<file path="config.mk">
export PLATFORM = sky130hd
export DESIGN_NAME = sample_writer
export DESIGN_NICKNAME = d
export VERILOG_FILES = /design/src/rtl/sample_writer.sv
export SDC_FILE = /design/constraint.sdc
export NUM_CORES = 1
export LEC_CHECK = 0
export BUFFER_PORTS_ARGS = -buffer_cell sky130_fd_sc_hd__buf_2
export CELL_PAD_IN_SITES_DETAIL_PLACEMENT = 1
export CELL_PAD_IN_SITES_GLOBAL_PLACEMENT = 2
export CORE_ASPECT_RATIO = 0.7
export CORE_MARGIN = 3
export CORE_UTILIZATION = 37
export CTS_CLUSTER_SIZE = 12
export DETAILED_ROUTE_END_ITERATION = 10
export GPL_TIMING_DRIVEN = 0
export PLACE_DENSITY_LB_ADDON = 0.1
export SLEW_MARGIN = 10
export SYNTH_ARGS = -nofsm -noshare
export SYNTH_HDL_FRONTEND = slang
export SYNTH_SLANG_ARGS = --single-unit
</file>
<file path="constraint.sdc">
create_clock -name ck -period 4.43 [get_ports ck]
set_input_delay 0 -clock ck [delete_from_list [all_inputs] [get_ports ck]]
set_output_delay 0 -clock ck [all_outputs]
set_load 0.02 [all_outputs]
</file>
<file path="src/rtl/sample_writer.sv">
// sample_writer: circular sample-buffer writer that hands completed frames
// to a fetch unit, with one frame of queueing behind an active fetch.
module sample_writer #(
    parameter int ADDR_W  = 8,
    parameter int DATA_W  = 16,
    parameter int COUNT_W = 5
) (
    input  logic                      ck,
    input  logic                      rst,
    input  logic                      en,
    input  logic                      in_valid,
    input  logic signed [DATA_W-1:0]  in_data,
    input  logic [COUNT_W-1:0]        frame_len,
    output logic                      we,
    output logic [ADDR_W-1:0]         waddr,
    output logic signed [DATA_W-1:0]  wdata,
    output logic                      start,
    output logic [ADDR_W-1:0]         start_addr,
    output logic [COUNT_W-1:0]        count,
    input  logic                      fetch_done,
    output logic                      busy,
    output logic                      overflow,
    output logic [ADDR_W-1:0]         wr_ptr
);

    typedef enum logic [1:0] {
        S_IDLE = 2'd0,
        S_ARM  = 2'd1,
        S_WAIT = 2'd2
    } state_t;

    state_t r_state;
    state_t w_next;

    logic                     r_we;
    logic [ADDR_W-1:0]        r_waddr;
    logic signed [DATA_W-1:0] r_wdata;
    logic [ADDR_W-1:0]        r_wr_ptr;
    logic [COUNT_W-1:0]       r_cnt;
    logic [ADDR_W-1:0]        r_cur_addr;
    logic [COUNT_W-1:0]       r_cur_cnt;
    logic                     r_pend;
    logic [ADDR_W-1:0]        r_pend_addr;
    logic [COUNT_W-1:0]       r_pend_cnt;
    logic                     r_ovf;
    logic                     r_done_q;

    logic                     w_acc;
    logic                     w_len_on;
    logic [COUNT_W:0]         w_cnt_nx;
    logic                     w_fr_done;
    logic                     w_rise;
    logic [ADDR_W-1:0]        w_ptr_inc;
    logic [ADDR_W-1:0]        w_faddr;
    logic                     w_load_new;
    logic                     w_load_pend;
    logic                     w_set_pend;
    logic                     w_clr_pend;
    logic                     w_set_ovf;
    logic                     w_start;
    logic                     w_busy;

    assign w_acc     = en & in_valid;
    assign w_len_on  = |frame_len;
    assign w_cnt_nx  = {1'b0, r_cnt} + (COUNT_W+1)'(1);
    // >= rather than == so a mid-frame shrink below the count still closes
    assign w_fr_done = w_acc & w_len_on & (w_cnt_nx >= {1'b0, frame_len});
    assign w_rise    = fetch_done & ~r_done_q;
    assign w_ptr_inc = r_wr_ptr + ADDR_W'(1);
    assign w_faddr   = w_ptr_inc - ADDR_W'(frame_len);

    always_ff @(posedge ck or posedge rst) begin
        if (rst) begin
            r_state <= S_IDLE;
        end else if (en) begin
            r_state <= w_next;
        end
    end

    always_comb begin
        w_next      = r_state;
        w_load_new  = 1'b0;
        w_load_pend = 1'b0;
        w_set_pend  = 1'b0;
        w_clr_pend  = 1'b0;
        w_set_ovf   = 1'b0;
        unique case (r_state)
            S_IDLE: begin
                if (w_fr_done) begin
                    w_next     = S_ARM;
                    w_load_new = 1'b1;
                end
            end
            S_ARM: begin
                w_next = S_WAIT;
                if (w_fr_done) begin
                    w_set_pend = 1'b1;
                    w_set_ovf  = r_pend;
                end
            end
            S_WAIT: begin
                if (w_rise) begin
                    if (w_fr_done) begin
                        w_next     = S_ARM;
                        w_load_new = 1'b1;
                        w_clr_pend = 1'b1;
                        w_set_ovf  = r_pend;
                    end else if (r_pend) begin
                        w_next      = S_ARM;
                        w_load_pend = 1'b1;
                        w_clr_pend  = 1'b1;
                    end else begin
                        w_next = S_IDLE;
                    end
                end else if (w_fr_done) begin
                    w_set_pend = 1'b1;
                    w_set_ovf  = r_pend;
                end
            end
            default: begin
                w_next = S_IDLE;
            end
        endcase
    end

    always_comb begin
        w_start = 1'b0;
        w_busy  = 1'b0;
        unique case (r_state)
            S_ARM: begin
                w_start = 1'b1;
                w_busy  = 1'b1;
            end
            S_WAIT: begin
                w_busy = 1'b1;
            end
            default: begin
                w_start = 1'b0;
                w_busy  = 1'b0;
            end
        endcase
    end

    always_ff @(posedge ck or posedge rst) begin
        if (rst) begin
            r_we     <= 1'b0;
            r_waddr  <= '0;
            r_wdata  <= '0;
            r_wr_ptr <= '0;
            r_done_q <= 1'b0;
        end else if (en) begin
            r_we     <= in_valid;
            r_done_q <= fetch_done;
            if (in_valid) begin
                r_waddr  <= r_wr_ptr;
                r_wdata  <= in_data;
                r_wr_ptr <= w_ptr_inc;
            end
        end
    end

    always_ff @(posedge ck or posedge rst) begin
        if (rst) begin
            r_cnt <= '0;
        end else if (en) begin
            if (!w_len_on || w_fr_done) begin
                r_cnt <= '0;
            end else if (w_acc) begin
                r_cnt <= w_cnt_nx[COUNT_W-1:0];
            end
        end
    end

    // Each frame slot carries its own length, captured at completion
    always_ff @(posedge ck or posedge rst) begin
        if (rst) begin
            r_cur_addr  <= '0;
            r_cur_cnt   <= '0;
            r_pend      <= 1'b0;
            r_pend_addr <= '0;
            r_pend_cnt  <= '0;
            r_ovf       <= 1'b0;
        end else if (en) begin
            if (w_load_new) begin
                r_cur_addr <= w_faddr;
                r_cur_cnt  <= frame_len;
            end else if (w_load_pend) begin
                r_cur_addr <= r_pend_addr;
                r_cur_cnt  <= r_pend_cnt;
            end
            if (w_set_pend) begin
                r_pend      <= 1'b1;
                r_pend_addr <= w_faddr;
                r_pend_cnt  <= frame_len;
            end else if (w_clr_pend) begin
                r_pend <= 1'b0;
            end
            if (w_set_ovf) begin
                r_ovf <= 1'b1;
            end
        end
    end

    assign we         = r_we;
    assign waddr      = r_waddr;
    assign wdata      = r_wdata;
    assign start      = w_start;
    assign start_addr = r_cur_addr;
    assign count      = r_cur_cnt;
    assign busy       = w_busy;
    assign overflow   = r_ovf;
    assign wr_ptr     = r_wr_ptr;

endmodule

</file>
; Word-level counts from Yosys, hierarchy flattened
; Index checks and enable logic that the tools add are counted.
[word_totals]
regBits = 69
latch_bits = 0
mem_bits_rw = 0
rom_bits = 0
in_bits = 26
word_cells = 70
memories = 0
[op_classes]
addsub = 3
mul = 0
n_div = 0
order_cmp = 1
n_eq_ne = 4
shift = 0
n_mux = 29
bitwise_logic = 5
reduce_logical = 15
[ops]
columns = op, count
row1 = 2-to-1 mux 5 bit, 4
row2 = 2-to-1 mux 1 bit, 18
row3 = 2-to-1 mux 8 bit, 2
row4 = AND reduction 2 bit, 6
row5 = "adder 8 x 1 -> 8 bit, second input constant", 1
row6 = subtractor 8 x 5 -> 8 bit, 1
row7 = "adder 5 x 1 -> 6 bit, second input constant", 1
row8 = >= comparator 6 x 5 -> 1 bit, 1
row9 = one-hot mux 2 bit (3 select lines), 1
row10 = nonzero test 2 bit, 3
row11 = OR reduction 5 bit, 1
row12 = AND 1 bit, 4
row13 = 2-to-1 mux 2 bit, 2
row14 = "inequality test 2 bit, second input constant", 2
row15 = one-hot mux 1 bit (2 select lines), 2
row16 = AND reduction 3 bit, 1
row17 = "equality test 2 x 1 -> 1 bit, second input constant", 1
row18 = "equality test 2 bit, second input constant", 1
row19 = logical NOT 2 bit, 1
row20 = OR reduction 2 bit, 1
row21 = logical NOT 1 bit, 1
row22 = logical OR 1 bit, 1
row23 = inverter 1 bit, 1

; Depth between registers and ports, before layout
; Gate-level depths: netlist of run 1.
[logic_depth]
word_depth = 8
depth_mapped = 11
ltp_nobuf = 9

; Worst setup path after synthesis of run 1
; No wires, ideal clock.
[synth_timing]
kind = register to register
start = register r_cnt[0]
end = register r_pend_addr[1]
arrival_time_ps = 2497
path_slack_ps = 1808
path_stages_with_launch = 10
n_path_buf = 1
synth_period_minus_slack_ps = 2622
cell_sequence = dfrtp_1 ha_1 xor2_1 ha_1 o21a_1 nor2_1 o31a_2 or4_4 buf_6 mux2_4
[synth_between]
elab_chain_cells = 7
[synth_lines]
columns = element, line_no
row1 = "start, declared", 39  ; logic [COUNT_W-1:0] r_cnt;
row2 = "start signal, assigned", 169  ; r_cnt <= w_cnt_nx[COUNT_W-1:0];
row3 = adder 5 x 1 -> 6 bit *, 65  ; assign w_cnt_nx = {1'b0, r_cnt} + (COUNT_W+1)'(1);
row4 = >= comparator 6 x 5 -> 1 bit *, 67  ; assign w_fr_done = w_acc & w_len_on & (w_cnt_nx >= {1'b0, frame_len});
row5 = AND 1 bit *, 67
row6 = 2-to-1 mux 1 bit *, "96, 115"
row7 = 2-to-1 mux 1 bit, 102  ; if (w_rise) begin
row8 = one-hot mux 1 bit (2 select lines) *, 87  ; unique case (r_state)
row9 = AND reduction 2 bit (no line) *, -
row10 = "end signal, assigned", 193  ; r_pend_addr <= w_faddr;
row11 = "end, declared", 43  ; logic [ADDR_W-1:0] r_pend_addr;
; Mark *: on every way between the ends. The rest lies on a longest branch, timed or not.
; A chain may end at the register's enable or synchronous reset.

; Worst setup path after layout of run 1
[layout_timing]
start = register r_cnt[0]
end = register r_cur_addr[1] (netlist: start_addr[1])
[layout_between]
elab_chain_cells = 8
word_cells_on_any_way = 12
classes_between = add/sub (1) / order compare (1) / mux (7) / bitwise (1) / reduce/logical (2)
[layout_lines]
columns = element, line_no
row1 = adder 5 x 1 -> 6 bit *, 65
row2 = >= comparator 6 x 5 -> 1 bit *, 67
row3 = AND 1 bit *, 67
row4 = 2-to-1 mux 1 bit (on tied branches), "89, 103"
row5 = 2-to-1 mux 1 bit, 102
row6 = one-hot mux 1 bit (2 select lines) / 2-to-1 mux 1 bit (equally long branches), 87
row7 = nonzero test 2 bit (no line), -
row8 = AND reduction 2 bit (no line), -
row9 = "end signal, assigned", 185  ; r_cur_addr <= w_faddr;
row10 = "end signal, assigned", 188  ; r_cur_addr <= r_pend_addr;
row11 = "end, declared", 40  ; logic [ADDR_W-1:0] r_cur_addr;
; Marks and branches as above.

==> summary.txt, run 1 <==
Placed design
  • Pre-CTS setup slack: about 1.4 ns
  • Final HPWL DP: approximately 6200 um
  • Placed cells: roughly 500
  • Port Buffers: between 70 and 80
  • Gp weighted congestion: 0.738

Global route
  • Largest net degree at the start of global routing: between 50 and 60
  • Most crowded layer after global routing: met1
  • Met2 usage: 0.249
  • Initial antenna violation count: 0
  • First-pass GRT wire length: 14,100 um
  • GR Util met3: 0.0417
  • Total grt overflow: 0
  • Met1 track demand over resource: 0.262
  • Vias in the first global route: approximately 2,700
  • GRT Total Usage: 0.175

Worst setup path
  • CP max stage cell: nor3_2
  • Crit-path cells: ha_1 -> xor2_1 -> ha_1 -> o21a_1 -> nor2_1 -> o31a_2 -> nor3_2 -> clkbuf_1 -> nand2_1 -> o21ai_0
  • CP Capture Type: flop
  • Crit path required time: 4.68 ns
  • Worst path max stage delay: 0.54 ns
  • Crit Path Max Fanout: 10
  • CP arrival: 3.26 ns
  • Worst setup path class: flop to flop
  • Most used cell, CP: ha_1
  • Crit start category: flop
  • Start point of the critical path: r_cnt[0]
  • R2r setup slk: 1.42 ns
  • Worst r2r path cells: 10
  • RR Endpoint: start_addr[1]
  • End point of the critical path: start_addr[1]
  • FF-to-FF Start: r_cnt[0]

STA
  • Fmax achieved: 332 MHz
  • Setup TNS: 0 ns
  • Crit path time final: 3.01 ns
  • Least-Margin Pin Slew: ~0.6 ns
  • Slew Limit Headroom: 0.589
  • Pins Over Slew Limit: 0
  • Tcrit/Tclk final: 0.680
  • Final setup margin: around 1.4 ns
  • Final setup vio count: 0
  • Final Hold Fails: 0
  • Worst Clk Skew: around 0.0054 ns
  • RSZ-0062 raised after global routing: false

Detailed routing
  • Vias per inst: 4.86
  • Post-DRT Antenna Nets: 0
  • First DRT Iteration DRCs: 86
  • DRC viols: 0
  • Routed vias: between 2,000 and 3,000
  • Routed wire length per instance: 15.9 um
  • DR pass1 iterations: 4
  • Post-Route WL: 8470 um

Clocking
  • Clk buf depth: 2
  • H-Tree Depth: 3
  • Clock slew at reported path FFs: 0.05 ns
  • Root Buffer: clkbuf_16
  • Cts bufs inserted: 9
  • Clock latency on the worst-skew pair: 0.33 ns
  • PostCTS Resize Cnt: 0
  • CTS tree: built
  • Clock tree sinks: 69

Logic synthesis
  • Syn_area_per_cell: 11.4 sq um
  • Synth top area cells: dfrtp_1 51%, mux2_2 11%, ha_1 5.9%, nand2_1 3.5%, xnor2_1 3.1%
  • Post-Synthesis Cells: 298
  • Top cell type's share of synthesized area: 0.508
  • Synthesized flop and latch total: 69
  • Post-synthesis sequential area ratio: 0.508
  • EDFF count, synth: 0
  • Synth warn: 0
  • Mapped Nets: 341
  • Post-synth ARST share: 1.00
  • Unique masters post-synth: 47
  • Synth Cell Area: 0.00340 sq mm
  • Most area-hungry cell type in the Yosys netlist: dfrtp_1
  • Post-synth top flop: dfrtp_1

Floorplan
  • Die area: 0.0104 sq mm
  • Starting Density: 0.392
  • Die Ht: 86.2 um
  • Io pins: 75
  • Site row count: 28
  • Die Wd: 121 um
  • Core Footprint: 0.00869 sq mm

Hold path
  • HP Start: in_valid
  • Worst hold path type: primary input to flop

Power
  • Leak: 2.20 nW
  • VDD IR max: 0.287 mV
  • Power Density: 602 mW/mm^2

Job
  • MaxCap Viol Count: 0

Run status
  • Status: complete, no violations

Cells and area
  • Layout cell share with drive strength beyond 1: 0.342
  • P&R area growth vs syn: 31.0%
  • Final #Nets: 450
  • Layout Cells excl Fill: 532
  • ANT cells: 0
  • Fill count: 960
## how the worst min path moves through the flow
stage | cells after the start | slack [ns] | to
after detailed placement | 2 | -0.04 | wdata[12]
after floorplan | 2 | 0.12 | count[0]
after global placement | 2 | 0.23 | wdata[1]
final | 3 | 0.16 | waddr[6]
after CTS | 3 | 0.16 | wdata[12]
after global routing | 3 | 0.19 | waddr[6]
## layout make-up
cell class	instances	area (sq um)	share of cell area
plain buffers	12	72.6	0.0163
inverters	13	51.3	0.0115
multi-input cells	204	1550	0.349
clock buffers	12	246	0.0553
clock inverters	4	23.8	0.00533
well taps	120	150	0.0337
repair buffers	98	633	0.142
flip-flops and latches	69	1730	0.387
## layer usage
layer	wire (um)	vias up
met3	311	10
met1	4430	1261
met5	0	-
met2	3620	52
met4	104	0
li1	-	1262
## cell usage after synthesis (all sizes together) (2+ instances only)
master  count
mux2i       8
or4         2
buf         9
a32o        3
inv        13
dfrtp      69
nor3        3
nor2       19
xor2        7
and3        2
o31ai       2
ha         16
o21a        3
xnor2      12
a21o        2
a21oi       8
nor2b       3
clkbuf      3
nand3       6
o21ai      25
mux2       35
nand2b      2
nand2      32
## state kept, by name, summed over array words and instances, names as in the netlist
name and cells:
count 5, overflow 1, r_cnt 5, r_done_q 1
r_pend 1, r_pend_addr 8, r_pend_cnt 5, r_state 2
start_addr 8, waddr 8, wdata 16, we 1
wr_ptr 8
## per-stage QoR
| stage | instance area, sq um | util | total power, mW | hold slack [ns] |
|---|---|---|---|---|
| final | 4460 | 0.513 | 2.68 | 0.160 |
| after global routing | 4460 | 0.513 | 2.88 | 0.189 |
| after CTS | 4460 | 0.513 | 2.71 | 0.157 |
| after detailed placement | 3950 | 0.454 | 2.04 | -0.0377 |
| after global placement | 3920 | 0.451 | 2.00 | 0.232 |
| after floorplan | 3400 | - | 1.68 | 0.117 |
## placed cells by master (no fill, tap or decap), types with 7 or more instances in the layout
cell type,count
a21oi_1,8
buf_2,74
clkbuf_16,9
dfrtp_1,69
dlygate4sd3_1,24
ha_1,16
inv_1,12
mux2_2,32
mux2i_1,8
nand2_1,32
nor2_1,19
o21ai_0,14
o21ai_2,8
xnor2_1,12
xor2_1,7
## cell families after synthesis
family / share of synthesized area
simple gates: 0.0989
flops: 0.508
compound gates: 0.103
mux: 0.142
buf+inv: 0.0357
xor+xnor: 0.0489
fa+ha+maj: 0.0647
## critical path: cells and delay by family, from the launching register on
family / cells / cell delay (ns)
AND/OR/NAND/NOR: 3 / 0.70
AO/OA/AOI/OAI: 3 / 0.62
adder cells (fa/ha/maj): 2 / 0.56
buffers and inverters: 1 / 0.47
flip-flops: 1 / 0.42
XOR/XNOR: 1 / 0.17
## power by group
| group | switching (mW) | internal [mW] |
|---|---|---|
| Sequential | 0.123 | 0.794 |
| Clock | 0.256 | 0.392 |
| Combinational | 0.661 | 0.458 |
## timing repair
| action | CTS | global route |
|---|---|---|
| hold buffers | 24 | 0 |
| endpoints found under the hold margin | 92 | 0 |
| buffers inserted | 0 | 0 |
| endpoints found under the setup margin | 0 | 0 |
No activity file was read; power rests on OpenSTA's default activity.
==> inputs of run 2 (changes only) <==
Settings changed: ABC_AREA from default to 1, CORE_UTILIZATION 37 to 32.
Clock period 4.43 ns to 3.1 ns, I/O delays scaled along.
==> run 2 against run 1 <==
Effect of this change: combinational power is 59% higher; flip-flop and latch count stayed put; area after synthesis is 6.1% higher; critical path type unchanged; non-clock buffer count is 1 lower; hold slack worse by 0.13 ns; power is 51% higher; fmax is 21% higher; via count is 22% higher; global-route usage is 0.88 points lower; critical path depth is 7 higher; synthesized cell count is 48% higher; sequential share of layout area is 1.6 points lower.
==> summary.txt, run 2 <==
Run status
  • Status: complete, no violations

Placed design
  • Port Buffers: between 70 and 80
  • Gp weighted congestion: 0.752
  • Pre-CTS setup slack: 0.544 ns
  • Final HPWL DP: 7270 um
  • Placed cells: 663

Detailed routing
  • Routed vias: 3,153
  • DR pass1 iterations: 4
  • Post-DRT Antenna Nets: 0
  • Vias per inst: approximately 4.5
  • Routed wire length per instance: 13.9 um
  • First DRT Iteration DRCs: 66
  • DRC viols: 0
  • Post-Route WL: approximately 9700 um

Worst setup path
  • Crit-path cells: ha_1 -> nand2_1 -> xor2_1 -> inv_1 -> ha_1 -> nand2_1 -> inv_1 -> nand2_1 -> nand2_1 -> nor2_1 -> nand3_1 -> nand2_1 -> nand2_1 -> nand2_1 -> nand2_1 -> nand2_1 -> inv_1
  • CP Capture Type: flop
  • Worst path max stage delay: 0.42 ns
  • Worst setup path class: flop to flop
  • Worst path bufs/invs: 3
  • Most used cell, CP: nand2_1
  • CP arrival: ~2.7 ns
  • CP max stage cell: dfrtp_1
  • R2r setup slk: 0.61 ns
  • Crit start category: flop
  • Crit Path Max Fanout: 4
  • Crit path required time: 3.32 ns
  • Cell family with the largest share of critical-path delay: simple AND/OR/NAND/NOR gates

Clocking
  • Root Buffer: clkbuf_16
  • Clk buf depth: 2
  • H-Tree Depth: 3
  • Clock slew at reported path FFs: 0.05 ns
  • Clock tree sinks: between 60 and 70
  • Cts bufs inserted: 9
  • Clock latency on the worst-skew pair: 0.34 ns
  • CTS tree: built

STA
  • RSZ-0062 raised after global routing: false
  • Tcrit/Tclk final: 0.802
  • Setup TNS: 0 ns
  • Final Hold Fails: 0
  • Crit path time final: between 2 and 2.5 ns
  • Final setup vio count: 0
  • Final setup margin: 0.614 ns
  • Least-Margin Pin Slew: 0.495 ns
  • Fmax achieved: 402 MHz
  • Slew Limit Headroom: 0.670
  • Worst Clk Skew: 0.00815 ns
  • Pins Over Slew Limit: 0

Floorplan
  • Io pins: 75
  • Die area: 0.0126 sq mm
  • Die Ht: around 95 um
  • Core Footprint: 0.0107 sq mm
  • Site row count: 31
  • Die Wd: 133 um
  • Starting Density: 0.338

Logic synthesis
  • Synth Cell Area: 0.00361 sq mm
  • Post-synth ARST share: 1.00
  • Top-count cell post-synth: nand2_1
  • Syn_area_per_cell: 8.20 sq um
  • Post-synthesis sequential area ratio: 0.479
  • Post-synth top flop: dfrtp_1
  • Post-synth top cells: 176 x nand2_1, 69 x dfrtp_1, 56 x inv_1
  • Most area-hungry cell type in the Yosys netlist: dfrtp_1
  • Top cell type's share of synthesized area: 0.479
  • Synthesized flop and latch total: 69
  • Post-Synthesis Cells: 440
  • Synth warn: 0
  • Unique masters post-synth: 32
  • EDFF count, synth: 0
  • Mapped Nets: roughly 480
  • Synth top area cells: dfrtp_1 48%, nand2_1 18%, inv_1 5.8%, ha_1 5.5%, nand3_1 2.9%

Cells and area
  • Final #Nets: a little under 600
  • Area of the multi-input gates: 0.00156 sq mm
  • Max reg flops: 16
  • Layout cell share with drive strength beyond 1: 0.236
  • P&R area growth vs syn: 29.0%
  • Fill count: ~1,300
  • Layout Cells excl Fill: roughly 700
  • Reg area: 0.00173 sq mm
  • Commonest non-fill, non-tap cell in the layout: nand2_1
  • ANT cells: 0
  • Most frequent cells in the layout: 176 x nand2_1, 76 x buf_2, 69 x dfrtp_1

Global route
  • First-pass GRT wire length: 16,600 um
  • Vias in the first global route: 3,357
  • Largest net degree at the start of global routing: 50
  • Initial antenna violation count: 0
  • Total grt overflow: 0
  • GRT Total Usage: 0.166

Power
  • Pwr Total: between 4 and 5 mW
  • Leak: 2.60 nW
  • VDD IR max: 0.355 mV
  • Power Density: 871 mW/mm^2

Hold path
  • Worst hold path type: primary input to flop

Job
  • MaxCap Viol Count: 0
run 2: cell count changes in the layout (fill, tap and decap cells not counted), moves of 9 or more:
| cell | previous run | this run |
|---|---|---|
| nand2_1 | 32 | 176 |
| mux2_2 | 32 | 0 |
| inv_1 | 12 | 55 |
| nand2_2 | 0 | 9 |
| xnor2_1 | 12 | 3 |
| nand3_1 | 6 | 21 |
| nor2_1 | 19 | 3 |
run 2: power breakdown:
group          switching (mW)  leakage, nW  internal (mW)
Sequential              0.199        0.894           1.18
Combinational            1.14         1.59          0.640
Clock                   0.364        0.119          0.531
Total                    1.70         2.60           2.35
run 2: kinds of logic (layout without fill, tap and decap cells):
| family | Yosys count | after routing | synth area share |
|---|---|---|---|
| AO/OA/AOI/OAI | 43 | 43 | 0.0749 |
| adder cells (fa/ha/maj) | 17 | 17 | 0.0610 |
| multiplexers | 1 | 1 | 0.00277 |
| AND/OR/NAND/NOR | 224 | 224 | 0.267 |
| XOR/XNOR | 11 | 11 | 0.0267 |
| buffers and inverters | 75 | 185 | 0.0888 |
| flip-flops | 69 | 69 | 0.479 |
run 2: area by class of cell:
type,count,area share
timing repair buffer,96,0.131
sequential,69,0.371
clock buffer,12,0.0508
multi-input combinational,296,0.336
tap,148,0.0398
buffer,13,0.0183
clock inverter,2,0.00269
inverter,62,0.0511
run 2: routing by layer:
metal	vias up	global-route usage	share of wire
li1	1577	-	-
met5	-	0	0
met2	36	0.276	0.48
met4	0	0.0441	0.0097
met1	1531	0.213	0.48
met3	9	0.0490	0.031
run 2: what timing repair did:
item,4_1_cts,5_1_grt
resized for setup,0,0
hold endpoints to repair,87,0
hold buffers,21,0
buffers inserted,0,0
run 2: worst min-delay path, delay by kind of cell:
kind          cells  cell delay [ns]
buf+inv           2             0.22
simple gates      2             0.11
run 2: path summary, 6_finish.rpt:
check / end / depth (start not counted) / startpoint
min: we / 4 / en
max: start_addr[7] / 17 / wr_ptr[0]
max reg2reg: start_addr[7] / 17 / wr_ptr[0]
max in group asynchronous: count[2] / 4 / rst
min reg2reg: we / 2 / we
min in group asynchronous: wdata[3] / 3 / rst
run 2: metrics by stage:
stage	hold slack [ns]	cell area, sq um	util
after floorplan	0.107	3610	-
after detailed placement	-0.0150	4190	0.393
final	0.0342	4650	0.436
after global placement	0.193	4160	0.390
after global routing	0.0374	4650	0.436
after CTS	0.0131	4650	0.436
==> inputs of run 3 (changes only) <==
Settings changed: ABC_AREA 1 to 0, CORE_UTILIZATION 32 to 35.
Clock period 3.1 ns to 2.5 ns, I/O delays scaled along.
==> run 3 against run 2 <==
Effect of this change: the run now ends with negative setup slack left; power increased by 28%; critical path depth fell by 8; fmax down 5.4%; via count is 15% lower; hold slack gained 0.11 ns; clock power up 32%; critical endpoint is now r_pend_addr[1]; highest routed layer unchanged.
==> summary.txt, run 3 (synthesis gave the netlist of run 1 again) <==
Clocking
  • H-Tree Depth: 3
  • CTS tree: built
  • Clk buf depth: 2
  • Cts bufs inserted: 9
  • Clock latency on the worst-skew pair: 0.33 ns
  • Root Buffer: clkbuf_16
  • Clock slew at reported path FFs: around 0.060 ns
  • Clock tree sinks: 69

Power
  • Clock Power Share: 0.226
  • VDD IR max: 0.567 mV
  • Flop pwr share: 0.316
  • Internal power: 3.19 mW
  • Sw Pwr: 2.01 mW
  • Gate power share: 0.457
  • Power Density: 1080 mW/mm^2
  • Leak: 2.33 nW
  • Sw frac: 0.386

Detailed routing
  • First DRT Iteration DRCs: 74
  • Post-Route WL: between 8000 and 9000 um
  • DR pass1 iterations: 4
  • Routed vias: 2,669
  • DRC viols: 0
  • Routed wire length per instance: roughly 16 um
  • Post-DRT Antenna Nets: 0
  • Vias per inst: about 4.8

STA
  • Least-Margin Pin Slew: 0.563 ns
  • Final setup vio count: 24
  • Worst Clk Skew: 0.00540 ns
  • WHS: ~0.15 ns
  • Crit path time final: 2.63 ns
  • RSZ-0062 raised after global routing: true
  • Final setup margin: -0.127 ns
  • Tcrit/Tclk final: 1.05
  • Slew Limit Headroom: 0.624
  • Pins Over Slew Limit: 0
  • Fmax achieved: 381 MHz
  • Final Hold Fails: 0

Placed design
  • Pre-CTS setup slack: -0.407 ns
  • Final HPWL DP: 6250 um
  • Port Buffers: 73
  • Gp weighted congestion: 0.741
  • Area after DPL: approximately 0.004 sq mm

Global route
  • Vias in the first global route: 2,725
  • First-pass GRT wire length: 14,300 um
  • Initial antenna violation count: 0
  • Total grt overflow: 0
  • GRT Total Usage: 0.172
  • Largest net degree at the start of global routing: 39

Worst setup path
  • Crit Path Max Fanout: 7
  • Crit path required time: 2.72 ns
  • CP Capture Type: flop
  • Crit start category: flop
  • Start point of the critical path: r_cnt[1]
  • CP arrival: 2.84 ns
  • FF-to-FF Start: r_cnt[1]
  • Worst setup path class: flop to flop

Cells and area
  • Design Area, Final: 0.00481 sq mm
  • ANT cells: 0
  • Max reg flops: 16
  • Commonest non-fill, non-tap cell in the layout: buf_2
  • Fill count: about 1,000
  • Final core utilization: 0.520
  • P&R area growth vs syn: 41.5%
  • Most frequent cells in the layout: 74 x buf_2, 66 x dfrtp_1, 32 x mux2_2
  • Layout cell share with drive strength beyond 1: 0.434
  • Final #Nets: 469

Floorplan
  • Site row count: 29
  • Io pins: 75
  • Die Wd: 124 um
  • Starting Density: 0.368
  • Die Ht: 88.5 um
  • Core Footprint: 0.00925 sq mm
  • Die area: 0.0110 sq mm

Job
  • MaxCap Viol Count: 0

Run status
  • Status: finished with violations
  • Failing checks: negative setup slack

Hold path
  • Worst hold path type: primary input to flop
  • HP Start: in_valid
-- run 3: cell types whose count changed in the layout (fill, tap and decap cells not counted), moves of 16 or more --
cell     change
nand2_1    -153
mux2_2      +32
buf_4       +18
nor2_1      +16
inv_1       -44
nand3_1     -16
-- run 3: worst paths after layout --
kind	cells after the start	slack (ns)	end
worst max-delay path	9	-0.13	r_pend_addr[1]
worst min-delay path	3	0.15	waddr[6]
worst max register to register	9	-0.13	r_pend_addr[1]
worst min register to register	1	0.47	overflow
max in group asynchronous	4	1.72	r_cnt[0]
min in group asynchronous	3	0.23	wdata[6]
-- run 3: timing repair --
| item | CTS | global route |
|---|---|---|
| hold buffers | 24 | 0 |
| pin swaps | 4 | 13 |
| setup endpoints to repair | 28 | 28 |
| cloned | 0 | 1 |
| resized for setup | 14 | 19 |
| endpoints found under the hold margin | 54 | 0 |
| setup buffers | 10 | 8 |
-- run 3: layer usage --
metal  share of wire  track usage  vias to the layer above
met2            0.44        0.251                       44
li1                -            -                     1297
met3           0.043       0.0498                        9
met4           0.010       0.0452                        0
met1            0.50        0.251                     1319
met5               0            0                        -
-- run 3: cell type report --
| cell class | count | area [sq um] | area share |
|---|---|---|---|
| sequential | 69 | 1730 | 0.360 |
| multi-input combinational | 204 | 1700 | 0.353 |
| timing repair buffer | 117 | 786 | 0.163 |
| clock buffer | 10 | 239 | 0.0496 |
| tap | 124 | 155 | 0.0322 |
| buffer | 12 | 114 | 0.0237 |
| inverter | 13 | 51.3 | 0.0107 |
| clock inverter | 6 | 38.8 | 0.00806 |
-- run 3: power groups by stage --
stage | sequential [mW] | clock, mW | combinational [mW]
6_report | 1.65 | 1.18 | 2.38
2_1_floorplan | 1.90 | 0 | 1.12
4_1_cts | 1.63 | 1.20 | 2.22
3_5_place_dp | 1.66 | 0 | 1.99
5_1_grt | 1.69 | 1.26 | 2.63
3_3_place_gp | 1.64 | 0 | 1.94
-- run 3: metrics by stage --
step / power, mW / setup TNS, ns / std cells
final: 5.20 / -1.45 / 555
after global routing: 5.59 / -4.10 / 555
after CTS: 5.06 / -1.31 / 546
after detailed placement: 3.65 / -7.62 / 496
after global placement: 3.58 / -23.35 / 495
after floorplan: 3.02 / -0.190 / 298
-- run 3: critical path, stage by stage (launching register included) --
cell and delay, ns:
dfrtp_1 0.42, and3_4 0.21, xor2_2 0.14, ha_1 0.28, o21a_1 0.11, nor2_1 0.04
o31a_2 0.36, or4_4 0.50, buf_12 0.17, mux2_4 0.29
